`src/rtl/board_pkg.sv`:
```
// board_pkg: shared definitions for the board RAM arbiter slice.
//   - tile codes (EMPTY/HIT/MISS/SHIP)
//   - default board dimensions and tile address field widths
//   - arbiter FSM state encodings
//   - tile_addr(): packs {x, y} into a RAM address
package board_pkg;

    localparam int BOARD_W_DEF = 10;
    localparam int BOARD_H_DEF = 10;
    localparam int X_W         = 5;
    localparam int Y_W         = 5;
    localparam int ADDR_W      = X_W + Y_W;

    typedef enum logic [1:0] {
        EMPTY = 2'd0,
        HIT   = 2'd1,
        MISS  = 2'd2,
        SHIP  = 2'd3
    } tile_t;

    localparam logic [1:0] ST_IDLE   = 2'd0;
    localparam logic [1:0] ST_GL_CAP = 2'd1;
    localparam logic [1:0] ST_GL_ACK = 2'd2;
    localparam logic [1:0] ST_CLEAR  = 2'd3;

    function automatic logic [ADDR_W-1:0] tile_addr(input logic [X_W-1:0] x,
                                                    input logic [Y_W-1:0] y);
        return {x, y};
    endfunction

endpackage

```
`src/rtl/board_clear_seq.sv`:
```
// board_clear_seq: walks every tile of the board (y inner, x outer) while
// the arbiter grants it the RAM port, stalling on video cycles.
// Ports:
//   clk, rst   clock, asynchronous active-high reset
//   active     clear owns the port whenever video does not
//   stall      video owns the RAM port this cycle (counters hold)
//   addr       tile address of the current clear write
//   last_wr    this cycle writes the final tile
//   done       one-cycle pulse the cycle after the final write
module board_clear_seq
    import board_pkg::*;
#(
    parameter int BOARD_W = BOARD_W_DEF,
    parameter int BOARD_H = BOARD_H_DEF
) (
    input  logic              clk,
    input  logic              rst,
    input  logic              active,
    input  logic              stall,
    output logic [ADDR_W-1:0] addr,
    output logic              last_wr,
    output logic              done
);

    localparam logic [X_W-1:0] X_LAST = X_W'(BOARD_W - 1);
    localparam logic [Y_W-1:0] Y_LAST = Y_W'(BOARD_H - 1);

    logic [X_W-1:0] x;
    logic [Y_W-1:0] y;
    logic           wr;

    assign wr      = active & ~stall;
    assign last_wr = wr && (x == X_LAST) && (y == Y_LAST);
    assign addr    = tile_addr(x, y);

    // Counters wrap back to 0,0 after the last tile, so every clear starts
    // from the origin without a separate load.
    always_ff @(posedge clk or posedge rst) begin
        if (rst) begin
            x    <= '0;
            y    <= '0;
            done <= 1'b0;
        end else begin
            done <= last_wr;
            if (wr) begin
                if (y == Y_LAST) begin
                    y <= '0;
                    x <= (x == X_LAST) ? '0 : x + 1'b1;
                end else begin
                    y <= y + 1'b1;
                end
            end
        end
    end

endmodule

```
`src/rtl/board_ram_arbiter.sv`:
```
// board_ram_arbiter: shares one single-port 1024x2 board RAM between the
// video read path (highest priority), the board-clear sequencer and the
// game-logic req/ack port.
// Ports:
//   clk, rst                          clock, asynchronous active-high reset
//   vid_rd_en, vid_addr, vid_data     video read port (1-cycle latency)
//   gl_req/we/addr/wdata              game request (held until gl_ack)
//   gl_ack, gl_rdata, gl_err          game completion, read data, reject flag
//   clr_start, clr_busy, clr_done     board-clear control/status
//   ram_addr/we/wdata, ram_rdata      RAM port (synchronous read)
// Optional feature: define BOARD_ARB_RANGE_CHECK_EN to reject game accesses
// with x >= BOARD_W or y >= BOARD_H (gl_err pulses with gl_ack).
module board_ram_arbiter
    import board_pkg::*;
#(
    parameter int BOARD_W = BOARD_W_DEF,
    parameter int BOARD_H = BOARD_H_DEF
) (
    input  logic              clk,
    input  logic              rst,
    input  logic              vid_rd_en,
    input  logic [ADDR_W-1:0] vid_addr,
    output logic [1:0]        vid_data,
    input  logic              gl_req,
    input  logic              gl_we,
    input  logic [ADDR_W-1:0] gl_addr,
    input  logic [1:0]        gl_wdata,
    output logic              gl_ack,
    output logic [1:0]        gl_rdata,
    output logic              gl_err,
    input  logic              clr_start,
    output logic              clr_busy,
    output logic              clr_done,
    output logic [ADDR_W-1:0] ram_addr,
    output logic              ram_we,
    output logic [1:0]        ram_wdata,
    input  logic [1:0]        ram_rdata
);

    logic [1:0]        state;
    logic              rd_q;
    logic              err_q;
    logic              clr_active;
    logic              clr_last;
    logic [ADDR_W-1:0] clr_addr;
    logic              grant;
    logic              oor;

`ifdef BOARD_ARB_RANGE_CHECK_EN
    localparam logic [X_W-1:0] X_LAST = X_W'(BOARD_W - 1);
    localparam logic [Y_W-1:0] Y_LAST = Y_W'(BOARD_H - 1);

    assign oor    = (gl_addr[ADDR_W-1:Y_W] > X_LAST) || (gl_addr[Y_W-1:0] > Y_LAST);
    assign gl_err = gl_ack & err_q;
`else
    assign oor    = 1'b0;
    assign gl_err = 1'b0;
`endif

    // A clear latched during GL_CAP/GL_ACK waits until the game transaction
    // has finished before it takes the port.
    assign clr_active = clr_busy && ((state == ST_IDLE) || (state == ST_CLEAR));
    assign grant      = !rst && (state == ST_IDLE) && !clr_busy && gl_req && !vid_rd_en;
    assign vid_data   = ram_rdata;
    assign gl_ack     = (state == ST_GL_ACK);

    board_clear_seq #(
        .BOARD_W(BOARD_W),
        .BOARD_H(BOARD_H)
    ) u_clear_seq (
        .clk    (clk),
        .rst    (rst),
        .active (clr_active),
        .stall  (vid_rd_en),
        .addr   (clr_addr),
        .last_wr(clr_last),
        .done   (clr_done)
    );

    always_comb begin
        ram_addr  = '0;
        ram_we    = 1'b0;
        ram_wdata = EMPTY;
        if (vid_rd_en) begin
            ram_addr = vid_addr;
        end else if (clr_active) begin
            ram_addr = clr_addr;
            ram_we   = 1'b1;
        end else if (!rst) begin
            ram_addr  = gl_addr;
            ram_we    = grant && gl_we && !oor;
            ram_wdata = gl_wdata;
        end
    end

    always_ff @(posedge clk or posedge rst) begin
        if (rst) begin
            state    <= ST_IDLE;
            rd_q     <= 1'b0;
            err_q    <= 1'b0;
            gl_rdata <= '0;
            clr_busy <= 1'b0;
        end else begin
            case (state)
                ST_IDLE: begin
                    if (clr_busy) begin
                        state <= clr_last ? ST_IDLE : ST_CLEAR;
                    end else if (grant) begin
                        state <= ST_GL_CAP;
                        rd_q  <= !gl_we;
                        err_q <= oor;
                    end
                end
                ST_GL_CAP: begin
                    if (err_q)
                        gl_rdata <= EMPTY;
                    else if (rd_q)
                        gl_rdata <= ram_rdata;
                    state <= ST_GL_ACK;
                end
                ST_GL_ACK: state <= ST_IDLE;
                ST_CLEAR:  if (clr_last) state <= ST_IDLE;
                default:   state <= ST_IDLE;
            endcase

            // The final write wins over a coincident clr_start, which is
            // ignored because clr_busy is still set in that cycle.
            if (clr_last)
                clr_busy <= 1'b0;
            else if (clr_start)
                clr_busy <= 1'b1;
        end
    end

endmodule

```
`config.mk`:
```
export PLATFORM = sky130hd
export DESIGN_NAME = board_ram_arbiter
export DESIGN_NICKNAME = d
export VERILOG_FILES = /design/src/rtl/board_pkg.sv /design/src/rtl/board_clear_seq.sv /design/src/rtl/board_ram_arbiter.sv
export SDC_FILE = /design/constraint.sdc
export NUM_CORES = 1
export LEC_CHECK = 0
export CAP_MARGIN = 0
export CORE_UTILIZATION = 45
export CTS_BUF_LIST = sky130_fd_sc_hd__clkbuf_4
export CTS_CLUSTER_DIAMETER = 30
export DETAILED_ROUTE_END_ITERATION = 10
export DONT_BUFFER_PORTS = 1
export PLACE_DENSITY_LB_ADDON = 0.15
export SYNTH_ARGS = -nofsm -noshare
export SYNTH_HDL_FRONTEND = slang
export SYNTH_SLANG_ARGS = --single-unit
```
`constraint.sdc`:
```
create_clock -name clk -period 2.1 [get_ports clk]
set_clock_uncertainty 0.2 [all_clocks]
set_input_delay 0.525 -clock clk [delete_from_list [all_inputs] [get_ports clk]]
set_output_delay 0.525 -clock clk [all_outputs]
set_load 0.05 [all_outputs]
```
==> results of run 1 <==
==> sequential cells by signal, indices dropped and copies added, names as in the netlist <==
register,cells
clr_busy,1
gl_rdata,2
rd_q,1
state,2
u_clear_seq.done,1
u_clear_seq.x,5
u_clear_seq.y,5
==> worst reg2reg max path: cells and delay by family, from the launching register on <==
| kind | cells | cell delay [ns] |
|---|---|---|
| flip-flops | 1 | 0.40 |
| buffers and inverters | 3 | 0.40 |
| adder cells (fa/ha/maj) | 1 | 0.21 |
| multiplexers | 1 | 0.17 |
| AND/OR/NAND/NOR | 2 | 0.30 |
| AO/OA/AOI/OAI | 1 | 0.26 |
==> final cells by class <==
type | instances | area (µm²)
fill | 203 | 887.1
multi-input combinational | 75 | 646.9
sequential | 17 | 426.7
timing repair buffer | 17 | 167.7
inverter | 17 | 63.81
tap | 28 | 35.03
clock buffer | 3 | 22.52
clock inverter | 1 | 5.005
==> through the flow <==
stage	std cells	cell area, µm²	setup TNS [ns]	setup slack, ns
finish	158	1368	-5.821	-0.4660
global route	158	1368	-7.094	-0.5727
detailed placement	146	1221	-1.635	-0.2280
CTS	158	1354	-5.694	-0.4628
floorplan	115	1141	-1.473	-0.1699
global placement	146	1221	-1.120	-0.1293
==> path summary, 6_finish.rpt <==
| path | end | slack [ns] |
|---|---|---|
| max | ram_addr[1] | -0.47 |
| min | u_clear_seq.done | -0.001 |
| max reg2reg | state[0] | 0.09 |
| min reg2reg | u_clear_seq.x[4] | 0.30 |
| max in group asynchronous | clr_busy | 1.26 |
| min in group clk | rd_q | 0.15 |
==> placed cells by master, fill, tap and decap left out, types with 2 or more instances in the layout <==
cell / n
o31ai_1: 2
and4bb_2: 2
nor3_1: 2
dfrtp_1: 16
nor2b_4: 2
a21o_1: 2
buf_6: 4
a31oi_1: 2
inv_2: 12
xor2_1: 2
nor2_1: 5
mux2i_1: 2
and2_2: 2
nand2_1: 9
inv_1: 5
nor2b_1: 2
mux2_2: 2
buf_12: 2
a222oi_1: 10
clkbuf_4: 3
nand3_1: 2
nand4_1: 2
o21ai_0: 5
ha_1: 7
buf_4: 11
==> layer usage <==
layer  vias to the layer above  wire, µm
met3                         2        93
li1                        441         -
met4                         0        10
met1                       448      1011
met5                         -         0
met2                        22      1293
==> what timing repair did <==
| item | in CTS | in global routing |
|---|---|---|
| setup endpoints to repair | 13 | 16 |
| setup buffers | 9 | 0 |
| resized for setup | 9 | 3 |
| pin swaps | 3 | 1 |
==> power breakdown <==
group          switching, mW  internal (mW)  total (mW)
clock                  0.105         0.0707       0.175
sequential             0.182          0.426       0.608
combinational          0.708          0.597        1.31
==> cells by family (layout without fill, tap and decap cells) <==
group                      count (synthesis)  in the layout  synth area share, %
muxes                                      4              4                3.886
DFF                                       17             17                38.86
other                                      1              1               0.3425
xor gates and xnor gates                   3              3                2.400
and+or+nand+nor                           34             34                18.17
adders and majority gates                  9              9                10.29
AOI/OAI and AO/OA                         24             24                17.14
buffers and inverters                     23             38                8.914
==> metrics.txt, run 1 <==
syn avg cell area 9.520 µm²; ANT cells 0; cells after synthesis 115; Bufs and invs on worst path 2; Total Wirelength 2.408 mm; Main synth FF type dfrtp_1; reg2reg start state[1]; CP peak stage delay 0.38 ns; unrepaired setup endpoints after global routing true; VDD IR max 0.7039 mV; Pwr Density 1528 nW/µm²; Startpoint Class flop; placer congestion estimate 0.7502; Final Util 60.65%; pin count of the biggest net entering global routing 19; post-synthesis sequential area ratio 38.86%; Worst setup startpoint state[1]; hold_ws -0.001176 ns; GR Util met1 25.93%; CP top delay family simple AND/OR/NAND/NOR gates; Yosys warnings 0; endpoint type of the worst setup path output port; fin nets 170; hold buffer count at cts 0; met3 GRT Util 4.464%; die footprint 2634 µm²; Least-Margin Pin Slew 0.6398 ns; fin worst setup slack -0.4660 ns; Total Power 2.089 mW; Synth area leader dfrtp_1; failing checks negative hold slack, negative setup slack; GRT busiest layer met2; final period utilization 122.2%; gr ovfl total 0; WP depth 6; slowest CP cell dfrtp_1; Synth top cells by count dfrtp_1 (17), inv_1 (17), a222oi_1 (10), ha_1 (9), nand2_1 (9); top cells by area in the synthesized netlist dfrtp_1 (39%), ha_1 (10%), a222oi_1 (9.1%); most frequent CP cell inv_2; Routed WL per cell 15.24 µm; TritonCTS clock tree built; Post-Syn Area 1095 µm²; CTS Buffer Depth 2; post-route ant nets 0; Clk pin slew, worst setup/hold paths 0.10 ns; total global routing track utilization 19.86%; ys async rst share 100.0%; EDFF count, synth 0; WP data required 1.37 ns; DR vias/cell 5.778; final number of setup-violating endpoints 13; Post-Synthesis Net Count 154; DR iter-0 viols 48; initial core utilization 48.56%; HPWL Detailed 1.796 mm; vias in the first global route 862; count of different cell masters after synthesis 28; maxcap violations 0; status finished, violations left; shortest period the worst path allows 2.566 ns; htree depth 1; chip width 51.33 µm; Die Y-Extent 51.33 µm; I/O Buffers 0; synthesis-stage register bit count 17; Slew HR 57.30%; worst-path fanout max 12; Final Hold Violating Endpoints 9; Root Driver clkbuf_4; Clk Latency, worst-skew pair 0.29 ns; critical path type flop to output port; critical path arrival 1.84 ns; first-pass GRT wire length 3.884 mm; worst r2r path cells 8; FP Rows 17; total CTS buffers 3; via count 913; initial antenna violation count 0; Hold Path Class primary input to async pin; DRC viols 0; clk sink count 17; core footprint 2255 µm²; P_leak 0.6511 nW; Cell Chain, Critical Path inv_2, ha_4, nor2b_4, nor3_4, a222oi_1, inv_2; I/O Pins 51; top-area cell type share of the netlist area 38.86%; M2 GR Usage 33.11%; area added between synthesis and finish 24.91%; Detailed Routing Iterations Pass 1 6; Highest Clock Rate 0.3897 GHz; proportion of layout cells with a drive suffix above 1 38.46%; Pins Over Slew Limit 0
(Power assumes the default switching activity.)
==> run 2, diff against run 1 <==
Settings changed: CORE_UTILIZATION 45 to 58.
==> run 2 against run 1 <==
Against the previous run:
- the flow still finishes with violations (negative hold slack, negative setup slack)
- combinational power fell by 19%
- clock power rose by 7%
- cell count fell by 7.6%
- non-clock buffer count fell by 9
- first-iteration DRC count rose by 35%
- register-to-register slack improved by 0.09 ns
- largest cell class unchanged
- largest power group unchanged
- critical endpoint is now ram_addr[4]
- count of clock-buffer cells in the layout rose by 1
- setup slack improved by 0.0034 ns
- sequential power barely moved
- via count rose by 0.55%
==> metrics.txt, run 2 (synthesized netlist as in run 1, its figures left out) <==
Clk Latency, worst-skew pair 0.29 ns; Routed WL per cell 16.85 µm; Slew HR 57.01%; Final Util 72.19%; DRC viols 0; hold_ws -0.005197 ns; Die Y-Extent 45.45 µm; first-pass GRT wire length 3.781 mm; I/O Pins 51; proportion of layout cells with a drive suffix above 1 33.06%; Pins Over Slew Limit 0; via count 918; Startpoint Class flop; clk sink count 17; TritonCTS clock tree built; I/O Buffers 0; final number of setup-violating endpoints 13; VDD IR max 0.9538 mV; M2 GR Usage 40.86%; commonest non-fill, non-tap cell in the layout dfrtp_1; maxcap violations 0; P_leak 0.5963 nW; Clk pin slew, worst setup/hold paths 0.10 ns; fill cell total of the finished layout 134; shortest period the worst path allows 2.563 ns; GR Util met1 35.05%; unrepaired setup endpoints after global routing true; hold buffer count at cts 0; Hold Path Class primary input to async pin; endpoint type of the worst setup path output port; die footprint 2065 µm²; pin count of the biggest net entering global routing 19; Pwr Density 1472 nW/µm²; Multi-input gate area 619.3 µm²; status finished, violations left; post-route cell area 1260 µm²; final period utilization 122.0%; Total Wirelength 2.460 mm; placer congestion estimate 0.8265; Highest Clock Rate 0.3902 GHz; Area after DPL 1210 µm²; area added between synthesis and finish 15.09%; DP Worst Slack -0.2023 ns; most frequent cells in the layout dfrtp_1 (16), inv_2 (12), a222oi_1 (10), nand2_1 (9), ha_1 (7); Final Hold Violating Endpoints 8; HPWL Detailed 1.867 mm; ANT cells 0; gr ovfl total 0; critical path arrival 1.84 ns; chip width 45.45 µm; total CTS buffers 3; vias in the first global route 831; FP Rows 15; DR iter-0 viols 65; core footprint 1745 µm²; CTS Buffer Depth 2; Least-Margin Pin Slew 0.6442 ns; Detailed Routing Iterations Pass 1 5; worst-path fanout max 12; GRT busiest layer met2; post-route ant nets 0; failing checks negative hold slack, negative setup slack; DR vias/cell 6.288; initial core utilization 62.72%; htree depth 1; total global routing track utilization 26.55%; met3 GRT Util 6.349%; initial antenna violation count 0; Seq. cell area 426.7 µm²; fin worst setup slack -0.4626 ns; Total Power 1.855 mW; Root Driver clkbuf_4; fin nets 161; WP data required 1.37 ns; Largest regs u_clear_seq.x: 5 flops, u_clear_seq.y: 5 flops; critical path type flop to output port
run 2: critical path, cell delays in order (launching register included):
cell and delay [ns]:
dfrtp_1 0.37, inv_2 0.06, ha_4 0.29, nor2b_4 0.05, nor3_4 0.36, a222oi_1 0.20, inv_2 0.23
run 2: cell type report:
type | instances | area share [%]
Clock buffer | 4 | 2.383
Inverter | 17 | 5.065
Multi-Input combinational cell | 75 | 49.16
Sequential cell | 17 | 33.86
Tap cell | 25 | 2.483
Timing Repair Buffer | 8 | 7.051
run 2: metrics by stage:
| step | std cells | TNS, ns |
|---|---|---|
| 2_1_floorplan | 115 | -1.473 |
| 3_3_place_gp | 142 | -1.091 |
| 3_5_place_dp | 142 | -1.568 |
| 4_1_cts | 146 | -5.590 |
| 5_1_grt | 146 | -7.168 |
| 6_report | 146 | -5.543 |
run 2: timing repair:
item / CTS / global route
pin swaps: 4 / 1
buffers inserted: 3 / 0
gates resized for setup: 4 / 1
endpoints found under the setup margin: 13 / 14
run 2: where the power goes:
part	internal, mW	leakage, nW	total (mW)	switching, mW
logic	0.411	0.362	1.06	0.645
clock network	0.0869	0.0184	0.187	0.100
registers	0.426	0.216	0.611	0.185
total	0.924	0.596	1.85	0.930
run 2: path summary, 6_finish.rpt:
check | start | to | slack (ns) | cells after the start
worst min-delay path | rst | u_clear_seq.y[3] | -0.005 | 1
worst max-delay path | state[1] | ram_addr[4] | -0.46 | 6
worst min register to register | u_clear_seq.x[4] | u_clear_seq.x[4] | 0.30 | 1
worst max register to register | state[1] | state[0] | 0.18 | 7
max in group asynchronous | rst | clr_busy | 1.25 | 1
min in group clk | gl_we | rd_q | 0.15 | 1
run 2: metal layers:
layer  vias up  part of all wire, %  wire length [µm]
met1       456                   41              1005
met2        38                   53              1310
met4         0                  1.3                31
met5         -                    0                 0
li1        420                    -                 -
met3         4                  4.6               112
